**src/rtl/deco_pkg.sv**
```systemverilog
// Shared types and helpers for the sequential 3-to-8 decoder.
package deco_pkg;

    localparam int CODE_W = 3;
    localparam int OUT_W  = 8;

    typedef enum logic {
        ST_IDLE  = 1'b0,
        ST_DRIVE = 1'b1
    } state_e;

    // Decode a 3-bit code into its one-hot 8-bit word (code 0 -> bit 0).
    function automatic logic [OUT_W-1:0] onehot8(input logic [CODE_W-1:0] code);
        logic [OUT_W-1:0] one;
        one = OUT_W'(1);
        return one << code;
    endfunction

endpackage

```
**src/rtl/deco_3x8_seq_sync_fifo.sv**
```systemverilog
// Small synchronous FIFO with first-word fall-through read data.
// Handshake: a push writes din when push is high and the FIFO is not full;
// a pop retires dout when pop is high and the FIFO is not empty.
module sync_fifo #(
    parameter int WIDTH = 3,
    parameter int DEPTH = 4,
    localparam int PTR_W = $clog2(DEPTH),
    localparam int CNT_W = $clog2(DEPTH) + 1
) (
    input  logic             clk,
    input  logic             rst,
    input  logic             push,
    input  logic             pop,
    input  logic [WIDTH-1:0] din,
    output logic [WIDTH-1:0] dout,
    output logic [CNT_W-1:0] count,
    output logic             full,
    output logic             empty
);

    logic [WIDTH-1:0] mem_q [DEPTH];
    logic [PTR_W-1:0] wr_ptr_q, rd_ptr_q;
    logic [CNT_W-1:0] count_q;
    logic             do_push, do_pop;

    assign full    = (count_q == CNT_W'(DEPTH));
    assign empty   = (count_q == '0);
    assign do_push = push && !full;
    assign do_pop  = pop && !empty;
    assign dout    = mem_q[rd_ptr_q];
    assign count   = count_q;

    // Storage array; no reset needed since count gates every read.
    always_ff @(posedge clk) begin
        if (do_push) begin
            mem_q[wr_ptr_q] <= din;
        end
    end

    // Pointers wrap naturally because DEPTH is a power of two.
    always_ff @(posedge clk) begin
        if (rst) begin
            wr_ptr_q <= '0;
            rd_ptr_q <= '0;
            count_q  <= '0;
        end else begin
            if (do_push) wr_ptr_q <= wr_ptr_q + PTR_W'(1);
            if (do_pop)  rd_ptr_q <= rd_ptr_q + PTR_W'(1);
            case ({do_push, do_pop})
                2'b10:   count_q <= count_q + CNT_W'(1);
                2'b01:   count_q <= count_q - CNT_W'(1);
                default: count_q <= count_q;
            endcase
        end
    end

endmodule

```
**src/rtl/deco_3x8_seq.sv**
```systemverilog
// Sequential 3-to-8 decoder: buffers incoming codes and replays each as a
// one-hot word held for HOLD cycles. Optional sticky drop flag `ovf` is built
// only when DECO_OVF_EN is defined.
// Handshake: a code transfers on a rising edge with d_in_valid && d_in_ready;
// d_in_ready depends only on registered count, never on d_in_valid.
module deco_3x8_seq
    import deco_pkg::*;
#(
    parameter int DEPTH = 4,
    parameter int HOLD  = 1,
    localparam int CNT_W = $clog2(DEPTH) + 1
) (
    input  logic              clk,
    input  logic              rst,
    input  logic [CODE_W-1:0] d_in,
    input  logic              d_in_valid,
    output logic              d_in_ready,
    output logic [OUT_W-1:0]  d_out,
    output logic              d_out_valid,
    output logic [CNT_W-1:0]  count
`ifdef DECO_OVF_EN
    ,
    output logic              ovf
`endif
);

    localparam int HOLD_W = 4;

    state_e            state_q, state_d;
    logic [HOLD_W-1:0] hold_q, hold_d;
    logic [OUT_W-1:0]  d_out_q, d_out_d;
    logic              valid_q;
    logic              push, pop;
    logic              fifo_full, fifo_empty;
    logic [CODE_W-1:0] fifo_dout;

    assign d_in_ready  = !fifo_full;
    assign push        = d_in_valid && d_in_ready;
    assign d_out       = d_out_q;
    assign d_out_valid = valid_q;

    sync_fifo #(
        .WIDTH (CODE_W),
        .DEPTH (DEPTH)
    ) u_fifo (
        .clk   (clk),
        .rst   (rst),
        .push  (push),
        .pop   (pop),
        .din   (d_in),
        .dout  (fifo_dout),
        .count (count),
        .full  (fifo_full),
        .empty (fifo_empty)
    );

    // Next-state logic: pop a code whenever the current word has expired.
    always_comb begin
        state_d = state_q;
        hold_d  = hold_q;
        d_out_d = d_out_q;
        pop     = 1'b0;
        case (state_q)
            ST_IDLE: begin
                d_out_d = '0;
                if (!fifo_empty) begin
                    pop     = 1'b1;
                    d_out_d = onehot8(fifo_dout);
                    hold_d  = HOLD_W'(HOLD - 1);
                    state_d = ST_DRIVE;
                end
            end
            ST_DRIVE: begin
                if (hold_q != '0) begin
                    hold_d = hold_q - HOLD_W'(1);
                end else if (!fifo_empty) begin
                    pop     = 1'b1;
                    d_out_d = onehot8(fifo_dout);
                    hold_d  = HOLD_W'(HOLD - 1);
                end else begin
                    d_out_d = '0;
                    state_d = ST_IDLE;
                end
            end
            default: begin
                d_out_d = '0;
                state_d = ST_IDLE;
            end
        endcase
    end

    // State, hold counter and registered outputs.
    always_ff @(posedge clk) begin
        if (rst) begin
            state_q <= ST_IDLE;
            hold_q  <= '0;
            d_out_q <= '0;
            valid_q <= 1'b0;
        end else begin
            state_q <= state_d;
            hold_q  <= hold_d;
            d_out_q <= d_out_d;
            valid_q <= (state_d == ST_DRIVE);
        end
    end

`ifdef DECO_OVF_EN
    logic ovf_q;
    assign ovf = ovf_q;

    // Sticky flag for any code offered while the FIFO was full.
    always_ff @(posedge clk) begin
        if (rst) begin
            ovf_q <= 1'b0;
        end else if (d_in_valid && !d_in_ready) begin
            ovf_q <= 1'b1;
        end
    end
`endif

endmodule

```
**config.mk**
```make
export PLATFORM = sky130hd
export DESIGN_NAME = deco_3x8_seq
export DESIGN_NICKNAME = d
export VERILOG_FILES = /design/src/rtl/deco_pkg.sv /design/src/rtl/deco_3x8_seq_sync_fifo.sv /design/src/rtl/deco_3x8_seq.sv
export SDC_FILE = /design/constraint.sdc
export NUM_CORES = 1
export LEC_CHECK = 0
export ABC_AREA = 1
export ABC_CLOCK_PERIOD_IN_PS = 2600
export CAP_MARGIN = 20
export CORE_MARGIN = 10
export CORE_UTILIZATION = 54
export CTS_CLUSTER_DIAMETER = 100
export DETAILED_ROUTE_END_ITERATION = 10
export PLACE_DENSITY = 0.8
export SYNTH_ARGS = -nofsm -noshare
export SYNTH_HDL_FRONTEND = slang
export SYNTH_SLANG_ARGS = --single-unit
```
**constraint.sdc**
```tcl
create_clock -name clk -period 2.6 [get_ports clk]
set_clock_uncertainty 0.15 [all_clocks]
set_input_delay 0.52 -clock clk [delete_from_list [all_inputs] [get_ports clk]]
set_output_delay 0.52 -clock clk [all_outputs]
set_load 0.05 [all_outputs]
```
==> flow_summary.toml <==
[status]
run_status = "complete, no violations"

[final_layout]
fin_util = 0.665
fillCellCount = 232
final_cell_count_no_fill = 234
design.final.nets = 216
synthToLayoutAreaGrowth_pct = 19.5
num_antenna_cells = 0
layout-drive-gt1-share = 0.118
multi_input_area_um2 = 649
seq_area_um2 = 802
final_design_area_no_fill_um2 = 1820

[global_routing]
maximum_number_of_pins_on_one_net_before_global_route_repair = 11
grt_use_total = 0.119
grt_antenna_before_repair = 0
gr-total-overflow = 0
grt_first_pass_wirelength_um = 5060
first_global_vias = 1223

[min_path]
hold_path_end = "d_out[6]"
hold_class = "register to register"
worstHoldStart = "d_out[6]"
hold_path_depth = 2

[worst_setup_path]
crit_path_max_incr_delay_ns = 0.80
worst-r2r-setup-slack_ns = 0.22
criticalPathCategory = "register to output port"
crit_required_ns = 1.93
kind_of_launch_point_of_the_worst_setup_path = "register"
cp-end-kind = "output port"
crit_path_cell_trace = "inv_1 > nand3_2 > clkdlybuf4s50_1"
timing.rr.end = "u_fifo.count[2]"
crit_path_max_fanout = 4
arrival_ns = 1.77
r2r.worst_path.cells = 12
timing.critical_path.slowest_stage_cell = "sky130_fd_sc_hd__clkdlybuf4s50_1"
critical_path.reg2reg.startpoint = "hold_q[0]"

[detailed_routing]
count_of_vias_placed_by_the_detailed_router = 1261
drt_wl_total_um = 2930
antenna_left = 0
drt_drc_violations_left = 0
detail_route.vias_per_cell = 5.39
drt_pre_antenna_iters = 4
drt_first_iter_violations = 82
drt-wirelength-per-cell_um = 12.5

[logic_synthesis]
syn_area_um2 = 1520
post-synth-top-count-cell = "sky130_fd_sc_hd__nand2_1"
synth-edff-count = 12
synth_top_flop_cell = "sky130_fd_sc_hd__dfxtp_1"
ys_seq_area_frac = 0.527
ys_seq_elements = 34
async_reset_ff_frac = 0
synth_top_cells_by_area = "sky130_fd_sc_hd__dfxtp_1 (29%), sky130_fd_sc_hd__edfxtp_1 (24%), sky130_fd_sc_hd__nand2_1 (13%)"
synth_area_per_cell_um2 = 8.64
synth_cell_types = 20
post-synth-top-area-cell = "sky130_fd_sc_hd__dfxtp_1"
synth.cells.most_frequent = "sky130_fd_sc_hd__nand2_1 (52), sky130_fd_sc_hd__dfxtp_1 (22), sky130_fd_sc_hd__a21oi_1 (18)"
synth_cells = 176
post-synth-top-area-fraction = 0.290
net_count_synth = 190
yosysWarnings = 0

[run]
drv.max_cap_violation_count = 0

[clock_network]
postCtsSetupBuffers = 0
worst_skew_pair.late_latency_ns = 0.33
cts.clk_slew.worst_paths_ns = 0.10
htree_num_levels = 2
cts_repair_resize_count = 0
cts_max_path_buffers = 2
clock-sinks = 34
cts_tree = "yes"
tritoncts.num_buffers = 5
ctsHoldBuffers = 0
cts-root-buf = "sky130_fd_sc_hd__clkbuf_4"

[floorplan]
core_area_um2 = 2730
die_h_um = 73.1
io_pins = 19
die_width_um = 73.1
die_outline_area_um2 = 5340
num_rows = 19
initial_core_util = 0.556

[placed_design]
pre_cts_setup_slack_ns = 0.226
gp_routability_congestion = 0.831
port_buffers = 18
numPlacedInstances = 226
place.detailed.hpwl_um = 2300
placement.cell_area_um2 = 1760

[sta]
timing.slew.headroom = 0.664
tightest_pin_transition_ns = 0.503
post-route-min-period_ns = 2.44
whs_ns = 0.320
fin_setup_tns_ns = 0
period_share = 0.937
setup_repair_after_global_routing_missed_its_margin = "false"
final-setup-viol-count = 0
fmaxAchievable_mhz = 410
slew_limit_fails = 0
finalHoldViolCount = 0
setup_ws_ns = 0.163

[power]
cellLeakagePower_nw = 0.749
peak_supply_drop_mv = 0.962
p_total_mw = 2.02
pwr_density_cell_nw_per_um2 = 1110
## cells by family (layout without fill, tap and decap cells)
group | Yosys count | after routing | synth area share
xor gates and xnor gates | 3 | 3 | 0.0173
buffers and inverters | 20 | 47 | 0.0494
AOI/OAI and AO/OA | 28 | 28 | 0.0996
and+or+nand+nor | 83 | 83 | 0.236
DFF | 34 | 34 | 0.527
adders and majority gates | 8 | 8 | 0.0708
## metal layers
layer / track usage / part of all wire / vias to the layer above / wire length (um)
li1: - / - / 618 / -
met1: 0.120 / 0.39 / 580 / 1140
met2: 0.199 / 0.49 / 52 / 1430
met3: 0.0544 / 0.088 / 11 / 259
met4: 0.0654 / 0.033 / 0 / 98
met5: 0 / 0 / - / 0
## state kept, by name, indices dropped and copies added (netlist names), named ones only
name / cells
u_fifo.count: 3
u_fifo.rd_ptr_q: 2
d_out: 8
u_fifo.mem_q: 12
d_out_valid: 1
u_fifo.wr_ptr_q: 2
hold_q: 4
## worst max-delay path by stage
stage,start,cells past startpoint,to
final,u_fifo.count[0],3,d_in_ready
after global routing,hold_q[0],12,u_fifo.count[2]
after CTS,u_fifo.count[0],3,d_in_ready
after detailed placement,d_in_valid,8,u_fifo.count[2]
after global placement,d_in_valid,8,u_fifo.count[2]
after floorplan,u_fifo.count[1],9,u_fifo.count[2]
## layout by cell type (no fill, tap or decap), drive strengths merged
cell type	instances
nor3	1
nand2	56
o21ai	7
nand3	11
inv	19
buf	2
fa	1
clkinv	1
dfxtp	22
ha	7
clkbuf	7
a21oi	21
nor2	14
clkdlybuf4s50	18
or2	1
edfxtp	12
xor2	3
## area by class of cell
class                   count  area share
multi-input cells         122       0.357
repair buffers             20       0.107
flip-flops and latches     34       0.441
clock buffers               7      0.0303
clock inverters             1     0.00275
inverters                  19      0.0393
well taps                  31      0.0213
## critical path: cells and delay by family (launching register included)
family        cells  cell delay (ns)
simple gates      1             0.08
buf+inv           2             0.91
flops             1             0.44
## power by group
group	internal, mW	total [mW]	switching [mW]
combinational	0.323	0.974	0.651
sequential	0.661	0.754	0.0926
clock	0.131	0.292	0.161
(Power assumes the default switching activity.)
